===== src/rtl/regfile_wb_arbiter.sv =====
// Round-robin arbiter sharing the register file write port among NUM_REQ
// writeback requesters, plus a pending-destination scoreboard for hazard checks.
module regfile_wb_arbiter #(
    parameter int NUM_REQ = 3,
    parameter int XLEN    = 32
) (
    input  logic                    clk_i,
    input  logic                    rst_i,
    input  logic [NUM_REQ-1:0]      req_valid_i,
    input  logic [NUM_REQ*5-1:0]    req_rd_addr_i,
    input  logic [NUM_REQ*XLEN-1:0] req_data_i,
    output logic [NUM_REQ-1:0]      req_ready_o,
    input  logic                    iss_valid_i,
    input  logic [4:0]              iss_rd_addr_i,
    input  logic [4:0]              rs1_addr_i,
    input  logic [4:0]              rs2_addr_i,
    output logic                    rs1_busy_o,
    output logic                    rs2_busy_o,
    output logic [31:0]             busy_o,
    output logic [4:0]              rd_addr_o,
    output logic [XLEN-1:0]         rd_wr_data_o
);

    localparam int IDX_W = (NUM_REQ > 1) ? $clog2(NUM_REQ) : 1;

    logic [IDX_W-1:0] last_grant_q;
    logic [IDX_W-1:0] winner;
    logic             grant_found;
    logic             xfer;
    logic [31:0]      busy_q;
    logic [31:0]      busy_next;

    // Search starts one past the previous winner and wraps, so every requester
    // is reached within NUM_REQ transfers.
    // NOTE: every always_comb output gets a default first so no path infers a latch.
    always_comb begin
        grant_found = 1'b0;
        winner      = '0;
        for (int i = 0; i < NUM_REQ; i++) begin
            if (!grant_found && req_valid_i[(int'(last_grant_q) + 1 + i) % NUM_REQ]) begin
                grant_found = 1'b1;
                winner      = IDX_W'((int'(last_grant_q) + 1 + i) % NUM_REQ);
            end
        end
    end

    // No grant can be issued while reset is held.
    assign xfer = rst_i && grant_found;

    always_comb begin
        req_ready_o = '0;
        if (xfer) begin
            req_ready_o[winner] = 1'b1;
        end
    end

    // Clear comes from the write leaving the port this cycle; a set of the
    // same register is applied afterwards so it wins.
    always_comb begin
        busy_next = busy_q;
        if (rd_addr_o != 5'd0) begin
            busy_next[rd_addr_o] = 1'b0;
        end
        if (iss_valid_i && (iss_rd_addr_i != 5'd0)) begin
            busy_next[iss_rd_addr_i] = 1'b1;
        end
        busy_next[0] = 1'b0;
    end

    // NOTE: sequential state uses non-blocking assignments so all flops see
    // pre-edge values regardless of statement order.
    always_ff @(posedge clk_i) begin
        if (!rst_i) begin
            last_grant_q <= IDX_W'(NUM_REQ - 1);
            rd_addr_o    <= '0;
            rd_wr_data_o <= '0;
            busy_q       <= '0;
        end else begin
            busy_q <= busy_next;
            if (xfer) begin
                last_grant_q <= winner;
                rd_addr_o    <= req_rd_addr_i[int'(winner)*5 +: 5];
                rd_wr_data_o <= req_data_i[int'(winner)*XLEN +: XLEN];
            end else begin
                rd_addr_o    <= '0;
                rd_wr_data_o <= '0;
            end
        end
    end

    assign busy_o     = busy_q;
    assign rs1_busy_o = busy_q[rs1_addr_i];
    assign rs2_busy_o = busy_q[rs2_addr_i];

endmodule


===== config.mk =====
export PLATFORM = sky130hd
export DESIGN_NAME = regfile_wb_arbiter
export DESIGN_NICKNAME = d
export VERILOG_FILES = /design/src/rtl/regfile_wb_arbiter.sv
export SDC_FILE = /design/constraint.sdc
export NUM_CORES = 1
export LEC_CHECK = 0
export ABC_CLOCK_PERIOD_IN_PS = 3300
export CAP_MARGIN = 20
export CORE_ASPECT_RATIO = 1.1
export CORE_UTILIZATION = 40
export CTS_CLUSTER_SIZE = 25
export DETAILED_ROUTE_END_ITERATION = 16
export HOLD_SLACK_MARGIN = 0.15
export PLACE_DENSITY = 0.81
export SYNTH_ARGS = -nofsm -noshare
export SYNTH_HDL_FRONTEND = slang
export SYNTH_SLANG_ARGS = --single-unit

===== constraint.sdc =====
create_clock -name clk_i -period 3.3 [get_ports clk_i]
set_clock_uncertainty 0.2 [all_clocks]
set_input_delay 0.495 -clock clk_i [delete_from_list [all_inputs] [get_ports clk_i]]
set_output_delay 0.495 -clock clk_i [all_outputs]
set_load 0.01 [all_outputs]

==> out/qor.txt, run 1 <==
Worst-path clk slew -> 0.07 ns
CTS Root Buffer Type -> clkbuf_8
Pleak -> 2.411 nW
Fmax -> 313.4 MHz
First-pass DRT Iterations -> 4
FILL cells -> 764
Reg2reg path depth -> 8
CTS tree -> built
CP arrival -> 2.50 ns
Syn Nets -> 534
Vias per Instance -> 5.595
Global route total overflow -> 0
Slew Viols, Final -> 0
Outcome -> completed
First-pass GRT wire length -> 21.73 mm
WP data required -> 2.60 ns
Vias -> 4,051
Share of cells above drive strength 1 -> 13.01%
Critical path type -> primary input to primary output
CP endpoint kind -> primary output
Sink Count -> 70
Nets -> 740
Cells after Synth -> 398
Total CTS buffers -> 9
Rel. slew slack -> 50.27%
Die Ht -> 105.7 um
# Post-CTS Setup Buffers -> 0
Average size of a mapped cell -> 9.834 um2
Worst-path maximum fanout -> 9
WHS Path Cells -> 2
Post-route minimum period -> 3.191 ns
Critical path launch point type -> primary input
DIE WIDTH -> 96.31 um
Vias in the first global route -> 4,342
Core area -> 9444 um2
Hold-fix buffers at CTS -> 0
Synth warn -> 0
Max VDD drop -> 532.5 uV
Drt wl/cell -> 19.30 um
Drt total wl -> 13.97 mm
Post-DP HPWL -> 10.92 mm
Die ar. -> 10,180 um2
CTS HTree Levels -> 3
Total power draw -> 4.090 mW
Multi-input combinational cell area -> 2364 um2
Seq/Total Area, Yosys -> 35.81%
Pwr/cell area -> 648.4 nW/um2
DR iter-0 viols -> 158
ANT nets after route -> 0
Top-Level Pins -> 206
Post-cts sizing count -> 14
Reg area -> 1403 um2
#FFs+latches synth -> 70
Hold Slack -> 0.3401 ns
Gpl congestion -> 1.031
RSZ-0062 raised after global routing -> false
Initial antenna violation count -> 0
Diodes inserted -> 0
Synth-to-Final Area Change -> 61.16%
Number of cell rows -> 37
Largest net degree at the start of global routing -> 38
Final Cycle Share -> 96.70%
Hold Vio Cnt, Final -> 0
Initial Util -> 41.44%
Post-Syn Area -> 3914 um2
Worst-margin pin slew -> 0.7431 ns
Final setup fails -> 0
# DRC -> 0
Worst hold-check path type -> flop to flop
Yosys cell types -> 38
GRT Total Usage -> 28.63%
Clock Latency Late Sink -> 0.34 ns
I/O Buffers -> 204
Worst-case clock buffer depth -> 2
Max Cap Viol -> 0
==> metal layers <==
| layer | up-vias | GRT usage [%] | routed length, um |
|---|---|---|---|
| met2 | 246 | 50.86 | 7173 |
| met1 | 1888 | 29.49 | 4753 |
| met3 | 45 | 9.524 | 1520 |
| met5 | - | 0 | 0 |
| met4 | 0 | 13.76 | 523 |
| li1 | 1872 | - | - |
==> report_power, final <==
part	total, mW	internal, mW	switching (mW)	leakage, nW
clock	0.639	0.326	0.313	0.0914
sequential	1.18	1.05	0.123	0.575
combinational	2.27	1.16	1.12	1.74
==> cell usage in the layout, fill, tap and decap left out, types with 15 or more instances in the layout <==
| cell type | instances |
|---|---|
| mux2i_1 | 43 |
| nand2_1 | 39 |
| a211oi_2 | 19 |
| dfxtp_1 | 69 |
| mux4_2 | 18 |
| a211oi_1 | 18 |
| a21boi_0 | 31 |
| nor2_1 | 44 |
| o21ai_0 | 32 |
| buf_4 | 15 |
| clkdlybuf4s50_1 | 197 |
==> final cells by class <==
class                           instances  area share, %
Sequential cell                        70          22.24
Tap cell                              117          2.321
Inverter                                4         0.2380
Clock buffer                           13          2.678
Multi-Input combinational cell        297          37.47
Timing Repair Buffer                  222          34.97
Clock inverter                          1        0.07935
==> registers in the layout (all words and copies together), names as in the netlist <==
| register | count |
|---|---|
| rd_wr_data_o | 32 |
| busy_o | 31 |
| rd_addr_o | 5 |
| last_grant_q | 2 |
==> per-stage QoR <==
step / setup slack, ns / instances / util, % / cell area [um2] / setup TNS [ns]
after floorplan: 0.5880 / 398 / - / 3914 / 0
after global placement: -0.2430 / 710 / 64.72 / 6112 / -0.4754
after detailed placement: -0.2831 / 710 / 64.72 / 6112 / -0.5822
after CTS: 0.09678 / 724 / 66.79 / 6307 / 0
after global routing: 0.001069 / 724 / 66.79 / 6307 / 0
final: 0.1089 / 724 / 66.79 / 6307 / 0
==> synthesized netlist by cell type <==
master     number  area, um2
and3_1          2      12.51
buf_6           1      11.26
a211oi_2       19      237.7
nand2_2         1      6.260
nor3b_1         5      37.54
nand3b_1        5      37.54
or2_0           1      6.260
or3_1           1      6.260
ha_1            4      50.05
buf_8           2      30.03
inv_1           4      15.01
nand2b_1        6      37.54
mux2i_1        44      440.4
nor4_1          1      6.260
o211ai_1        3      22.52
nor2_1         44      165.2
nor3_1          2      10.01
buf_12          1      20.02
nand2_1        39      146.4
o21ai_0        32      160.2
nand3_1         1      5.000
a211oi_1       18      135.1
conb_1          1      3.750
or3b_2          1      8.760
buf_2           7      35.03
o221ai_1        2      17.52
mux2_2          2      22.52
dfxtp_1        70       1401
clkbuf_1       11      41.29
and3b_1         4      35.03
or4_4           1      11.26
nor4b_1         1      8.760
or3b_1          1      8.760
a21boi_0       31      232.7
buf_4           5      37.54
mux4_2         18      405.4
o2bb2ai_2       1      15.01
a21oi_1         6      30.03
==> worst max-delay path: stages <==
cell	delay, ns
clkdlybuf4s50_1	0.46
buf_4	0.18
mux4_2	0.32
mux4_2	0.48
mux2_2	0.28
dlygate4sd2_1	0.28
==> kinds of logic (layout without fill, tap and decap cells) <==
family	Yosys count	in the layout	share of synthesized area, %
AOI/OAI and AO/OA	112	112	21.74
adders and majority gates	4	4	1.279
buffers and inverters	31	240	4.859
DFF	70	70	35.81
muxes	64	64	22.19
other	1	1	0.09582
and+or+nand+nor	116	116	14.04
==> path summary, 6_finish.rpt <==
check	from	end	slack [ns]
hold reg to reg	busy_o[13]	busy_o[13]	0.34
setup / recovery	rs1_addr_i[1]	rs1_busy_o	0.11
setup reg to reg	last_grant_q[0]	rd_wr_data_o[0]	0.56
hold / removal	busy_o[13]	busy_o[13]	0.34
(Power assumes the default switching activity.)
==> inputs of run 2 (changes only) <==
Settings changed: CORE_ASPECT_RATIO 1.1 to 2, SETUP_SLACK_MARGIN set to 0.1.
==> out/qor.txt, run 2 (synthesis results as in run 1) <==
Pwr/cell area -> 701.5 nW/um2
Post-route minimum period -> 3.154 ns
Highest-count cells in the layout ignoring fill and taps -> clkdlybuf4s50_1 (196), dfxtp_1 (69), nor2_1 (44)
Largest net degree at the start of global routing -> 75
Global route total overflow -> 0
First-pass GRT wire length -> 21.29 mm
Top-Level Pins -> 206
WHS Path Cells -> 2
Commonest non-fill, non-tap cell in the layout -> clkdlybuf4s50_1
Worst path bufs/invs -> 3
DIE WIDTH -> 71.95 um
CTS HTree Levels -> 3
Number of cell rows -> 50
Worst-path clk slew -> 0.06 ns
R2R Path End -> rd_wr_data_o[11]
Max Cap Viol -> 0
Drt wl/cell -> 19.10 um
CTS tree -> built
Sink Count -> 70
Nets -> 741
Clock Latency Late Sink -> 0.33 ns
Initial antenna violation count -> 0
RSZ-0062 raised after global routing -> true
Hold Vio Cnt, Final -> 0
Total CTS buffers -> 9
Slowest stage delay, CP -> 0.49 ns
Combinational share of power -> 50.4%
CP delay by family, top -> multiplexers
Reg2reg path depth -> 9
Psw -> 1.640 mW
Total power draw -> 4.609 mW
Die ar. -> 10,210 um2
Hold endpoint -> busy_o[3]
Worst-path maximum fanout -> 9
Seq pwr share -> 25.7%
Vias in the first global route -> 4,222
Fmax -> 317.0 MHz
Critical path launch point type -> primary input
Vias per Instance -> 5.486
I/O Buffers -> 204
CP endpoint kind -> primary output
Post-DP HPWL -> 11.01 mm
Worst setup path start -> rs2_addr_i[1]
Synth-to-Final Area Change -> 67.87%
Sw Share -> 35.58%
Final setup fails -> 0
Hold path start -> busy_o[3]
Cell mode on critical path -> mux4_2
Core area -> 9447 um2
Drt total wl -> 14.12 mm
Vias -> 4,054
Pint -> 2.969 mW
Multi-input combinational cell area -> 2412 um2
DR iter-0 viols -> 303
Max VDD drop -> 499.1 uV
FILL cells -> 704
ANT nets after route -> 0
Post-route cell area -> 6570 um2
Biggest register -> rd_wr_data_o
# DRC -> 0
Reg area -> 1405 um2
Crit path cell chain -> clkdlybuf4s50_1, buf_6, mux4_2, mux4_2, mux2_2, dlygate4sd2_1
Max FFs per register -> 32
CP arrival -> 2.46 ns
Critical Path Stages -> 6
Diodes inserted -> 0
GRT Total Usage -> 27.83%
Critical path's slowest cell -> mux4_2
Slew Viols, Final -> 0
WP data required -> 2.60 ns
Gpl congestion -> 0.8871
Rel. slew slack -> 48.82%
DP Area -> 6086 um2
R2r startpoint -> last_grant_q[0]
First-pass DRT Iterations -> 4
Worst-case clock buffer depth -> 2
Die Ht -> 141.9 um
Outcome -> completed
Worst-margin pin slew -> 0.7677 ns
Critical path type -> primary input to primary output
Worst hold-check path type -> flop to flop
Pleak -> 2.504 nW
CTS Root Buffer Type -> clkbuf_16
Initial Util -> 41.43%
Hold-fix buffers at CTS -> 0
Share of cells above drive strength 1 -> 14.78%
Final Cycle Share -> 95.58%
Clock Power Share -> 23.8%
Reg-to-reg slack, setup -> 0.45 ns
## run 2: cell types whose count changed in the layout (fill, tap and decap cells not counted), sizes merged
cell,change
bufbuf,+1
bufinv,+3
clkbuf,-4
clkdlybuf4s15,+3
clkdlybuf4s50,-1
clkinv,+1
clkinvlp,+1
dlygate4sd2,-3
dlymetal6s2s,+1
## run 2: stage by stage
step | hold slack, ns | utilization (%) | setup WS, ns | TNS [ns] | std cells
global placement | 0.3032 | 64.42 | -0.2544 | -0.5023 | 719
detailed placement | 0.3119 | 64.42 | -0.2914 | -0.6210 | 719
floorplan | 0.3203 | - | 0.5880 | 0 | 398
finish | 0.3309 | 69.55 | 0.1459 | 0 | 739
global route | 0.3461 | 69.55 | 0.06760 | 0 | 739
CTS | 0.3255 | 68.60 | 0.1050 | 0 | 736
## run 2: area by class of cell
type / instances / share of cell area, %
clock inverters: 6 / 1.695
well taps: 130 / 2.476
inverters: 4 / 0.2285
flip-flops and latches: 70 / 21.39
repair buffers: 223 / 34.07
clock buffers: 9 / 3.428
multi-input cells: 297 / 36.72
## run 2: power by group through the flow
stage	Sequential, mW	Combinational (mW)	Clock, mW
after floorplan	1.26	1.36	0
after global placement	1.18	2.18	0
after detailed placement	1.19	2.22	0
after CTS	1.18	2.26	1.11
after global routing	1.20	2.48	1.15
final	1.19	2.32	1.10
## run 2: how the worst max path moves through the flow
stage                     endpoint  slack (ns)
global route        req_ready_o[0]        0.07
floorplan           req_ready_o[0]        0.59
detailed placement      rs2_busy_o       -0.29
global placement        rs2_busy_o       -0.25
finish                  rs2_busy_o        0.15
CTS                 req_ready_o[0]        0.11
## run 2: layer usage
layer  global-route usage [%]  wire [um]
met3                    6.889       1112
met5                        0          0
met1                    23.65       4246
met4                    20.12        922
met2                    53.43       7837
## run 2: repair_timing
item / in CTS / in global routing
setup buffers: 1 / 3
gates cloned: 1 / 0
endpoints found under the setup margin: 5 / 4
pin swaps: 1 / 1
resized for setup: 17 / 14
## run 2: worst reg2reg max path, cell delays in order (launching register included)
cell       delay, ns
dfxtp_4         0.38
inv_2           0.06
ha_4            0.25
buf_4           0.15
or3b_1          0.34
o221ai_1        0.15
o2bb2ai_4       0.16
buf_4           0.53
mux2i_1         0.18
a211oi_1        0.35
==> inputs of run 3 (changes only) <==
Settings changed: RECOVER_POWER set to 100.
==> out/qor.txt, run 3 (synthesis results as in run 1) <==
Worst-margin pin slew -> 0.7843 ns
CTS Root Buffer Type -> clkbuf_16
Gpl congestion -> 0.8871
Post-route cell area -> 6551 um2
ANT nets after route -> 0
CP arrival -> 2.46 ns
Number of cell rows -> 50
RSZ-0062 raised after global routing -> true
CP endpoint kind -> primary output
Die Ht -> 141.9 um
Commonest non-fill, non-tap cell in the layout -> clkdlybuf4s50_1
Hold endpoint -> busy_o[3]
Post-route minimum period -> 3.159 ns
Reg2reg path depth -> 9
Hold Vio Cnt, Final -> 0
First-pass GRT wire length -> 21.29 mm
Outcome -> completed
Final setup fails -> 0
R2r startpoint -> last_grant_q[0]
Vias per Instance -> 5.494
Critical path type -> flop to primary output
Worst path bufs/invs -> 2
Vias -> 4,060
Clock Latency Late Sink -> 0.33 ns
GRT Total Usage -> 27.83%
Max VDD drop -> 493.1 uV
First-pass DRT Iterations -> 4
R2R Path End -> rd_addr_o[1]
Critical path's slowest cell -> or4_4
Initial Util -> 41.43%
Sw Share -> 35.91%
Pwr/cell area -> 689.5 nW/um2
Die ar. -> 10,210 um2
Drt total wl -> 14.11 mm
Reg-to-reg slack, setup -> 0.35 ns
Cell mode on critical path -> mux2i_2
Drt wl/cell -> 19.09 um
Top-Level Pins -> 206
Critical path launch point type -> flop
Global route total overflow -> 0
Worst-path maximum fanout -> 6
WP data required -> 2.60 ns
Psw -> 1.622 mW
Seq pwr share -> 26.0%
Total power draw -> 4.517 mW
Core area -> 9447 um2
Share of cells above drive strength 1 -> 13.96%
Highest-count cells in the layout ignoring fill and taps -> clkdlybuf4s50_1 (125), dlygate4sd3_1 (71), dfxtp_1 (69)
Rel. slew slack -> 47.52%
Worst-case clock buffer depth -> 2
Vias in the first global route -> 4,222
Fmax -> 316.6 MHz
DR iter-0 viols -> 306
Crit path cell chain -> inv_1, ha_4, mux2i_2, mux2i_2, or4_4, nand2_2, and3b_1, clkdlybuf4s15_2
Worst hold-check path type -> flop to flop
# DRC -> 0
Max FFs per register -> 32
WHS Path Cells -> 2
Biggest register -> rd_wr_data_o
Combinational share of power -> 49.7%
Post-DP HPWL -> 11.01 mm
CTS HTree Levels -> 3
Pleak -> 2.686 nW
Clock Power Share -> 24.3%
DP Area -> 6086 um2
CTS tree -> built
Sink Count -> 70
CP delay by family, top -> simple AND/OR/NAND/NOR gates
DIE WIDTH -> 71.95 um
FILL cells -> 708
Slowest stage delay, CP -> 0.52 ns
Pint -> 2.895 mW
Diodes inserted -> 0
Hold path start -> busy_o[3]
I/O Buffers -> 204
Largest net degree at the start of global routing -> 75
Nets -> 741
Slew Viols, Final -> 0
Synth-to-Final Area Change -> 67.39%
Final Cycle Share -> 95.73%
Total CTS buffers -> 9
Worst-path clk slew -> 0.06 ns
Max Cap Viol -> 0
Initial antenna violation count -> 0
run 3: cell count changes in the layout (fill, tap and decap cells not counted):
cell / change
a211oi_1: +3
a211oi_2: -3
buf_4: -2
clkbuf_1: +1
clkbuf_4: +1
clkdlybuf4s50_1: -71
dlygate4sd3_1: +71
inv_1: +1
inv_2: -1
run 3: metal layers:
| metal | global-route usage [%] | wire, um |
|---|---|---|
| met2 | 53.43 | 7883 |
| met5 | 0 | 0 |
| met4 | 20.12 | 827 |
| met3 | 6.889 | 1037 |
| met1 | 23.65 | 4363 |
run 3: metrics by stage:
stage | hold WS [ns] | setup slack [ns] | utilization, % | instances | TNS, ns
3_5_place_dp | 0.3119 | -0.2914 | 64.42 | 719 | -0.6210
6_report | 0.3294 | 0.1410 | 69.35 | 739 | 0
3_3_place_gp | 0.3032 | -0.2544 | 64.42 | 719 | -0.5023
4_1_cts | 0.3255 | 0.1050 | 68.60 | 736 | 0
2_1_floorplan | 0.3203 | 0.5880 | - | 398 | 0
5_1_grt | 0.3430 | 0.04392 | 69.35 | 739 | 0
run 3: power groups by stage:
stage	clock, mW	combinational, mW	sequential (mW)
2_1_floorplan	0	1.36	1.26
3_3_place_gp	0	2.18	1.18
3_5_place_dp	0	2.22	1.19
4_1_cts	1.11	2.26	1.18
5_1_grt	1.15	2.40	1.19
6_report	1.10	2.24	1.17
run 3: worst min-delay path, delay by kind of cell (launching register included):
kind	cells	cell delay, ns
AO/OA/AOI/OAI	2	0.14
flip-flops	1	0.34
run 3: cell type report:
| class | count | area [um2] | area share (%) |
|---|---|---|---|
| Clock buffer | 9 | 225.2 | 3.438 |
| Clock inverter | 6 | 111.4 | 1.700 |
| Inverter | 4 | 15.01 | 0.2292 |
| Multi-Input combinational cell | 297 | 2397 | 36.59 |
| Sequential cell | 70 | 1405 | 21.45 |
| Tap cell | 130 | 162.7 | 2.483 |
| Timing Repair Buffer | 223 | 2235 | 34.11 |
run 3: worst max path at each step:
stage | from | to | slack (ns) | cells after the start
after CTS | last_grant_q[0] | req_ready_o[0] | 0.11 | 10
after global placement | rs2_addr_i[0] | rs2_busy_o | -0.25 | 6
final | last_grant_q[0] | req_ready_o[0] | 0.14 | 8
after floorplan | last_grant_q[0] | req_ready_o[0] | 0.59 | 9
after global routing | last_grant_q[0] | req_ready_o[0] | 0.04 | 10
after detailed placement | rs2_addr_i[0] | rs2_busy_o | -0.29 | 6
run 3: timing repair:
action,CTS,global route
pin swaps,1,1
cloned,1,0
buffers inserted,1,3
resized for setup,17,14
hold buffers,0,0
endpoints found under the setup margin,5,4
endpoints found under the hold margin,0,0
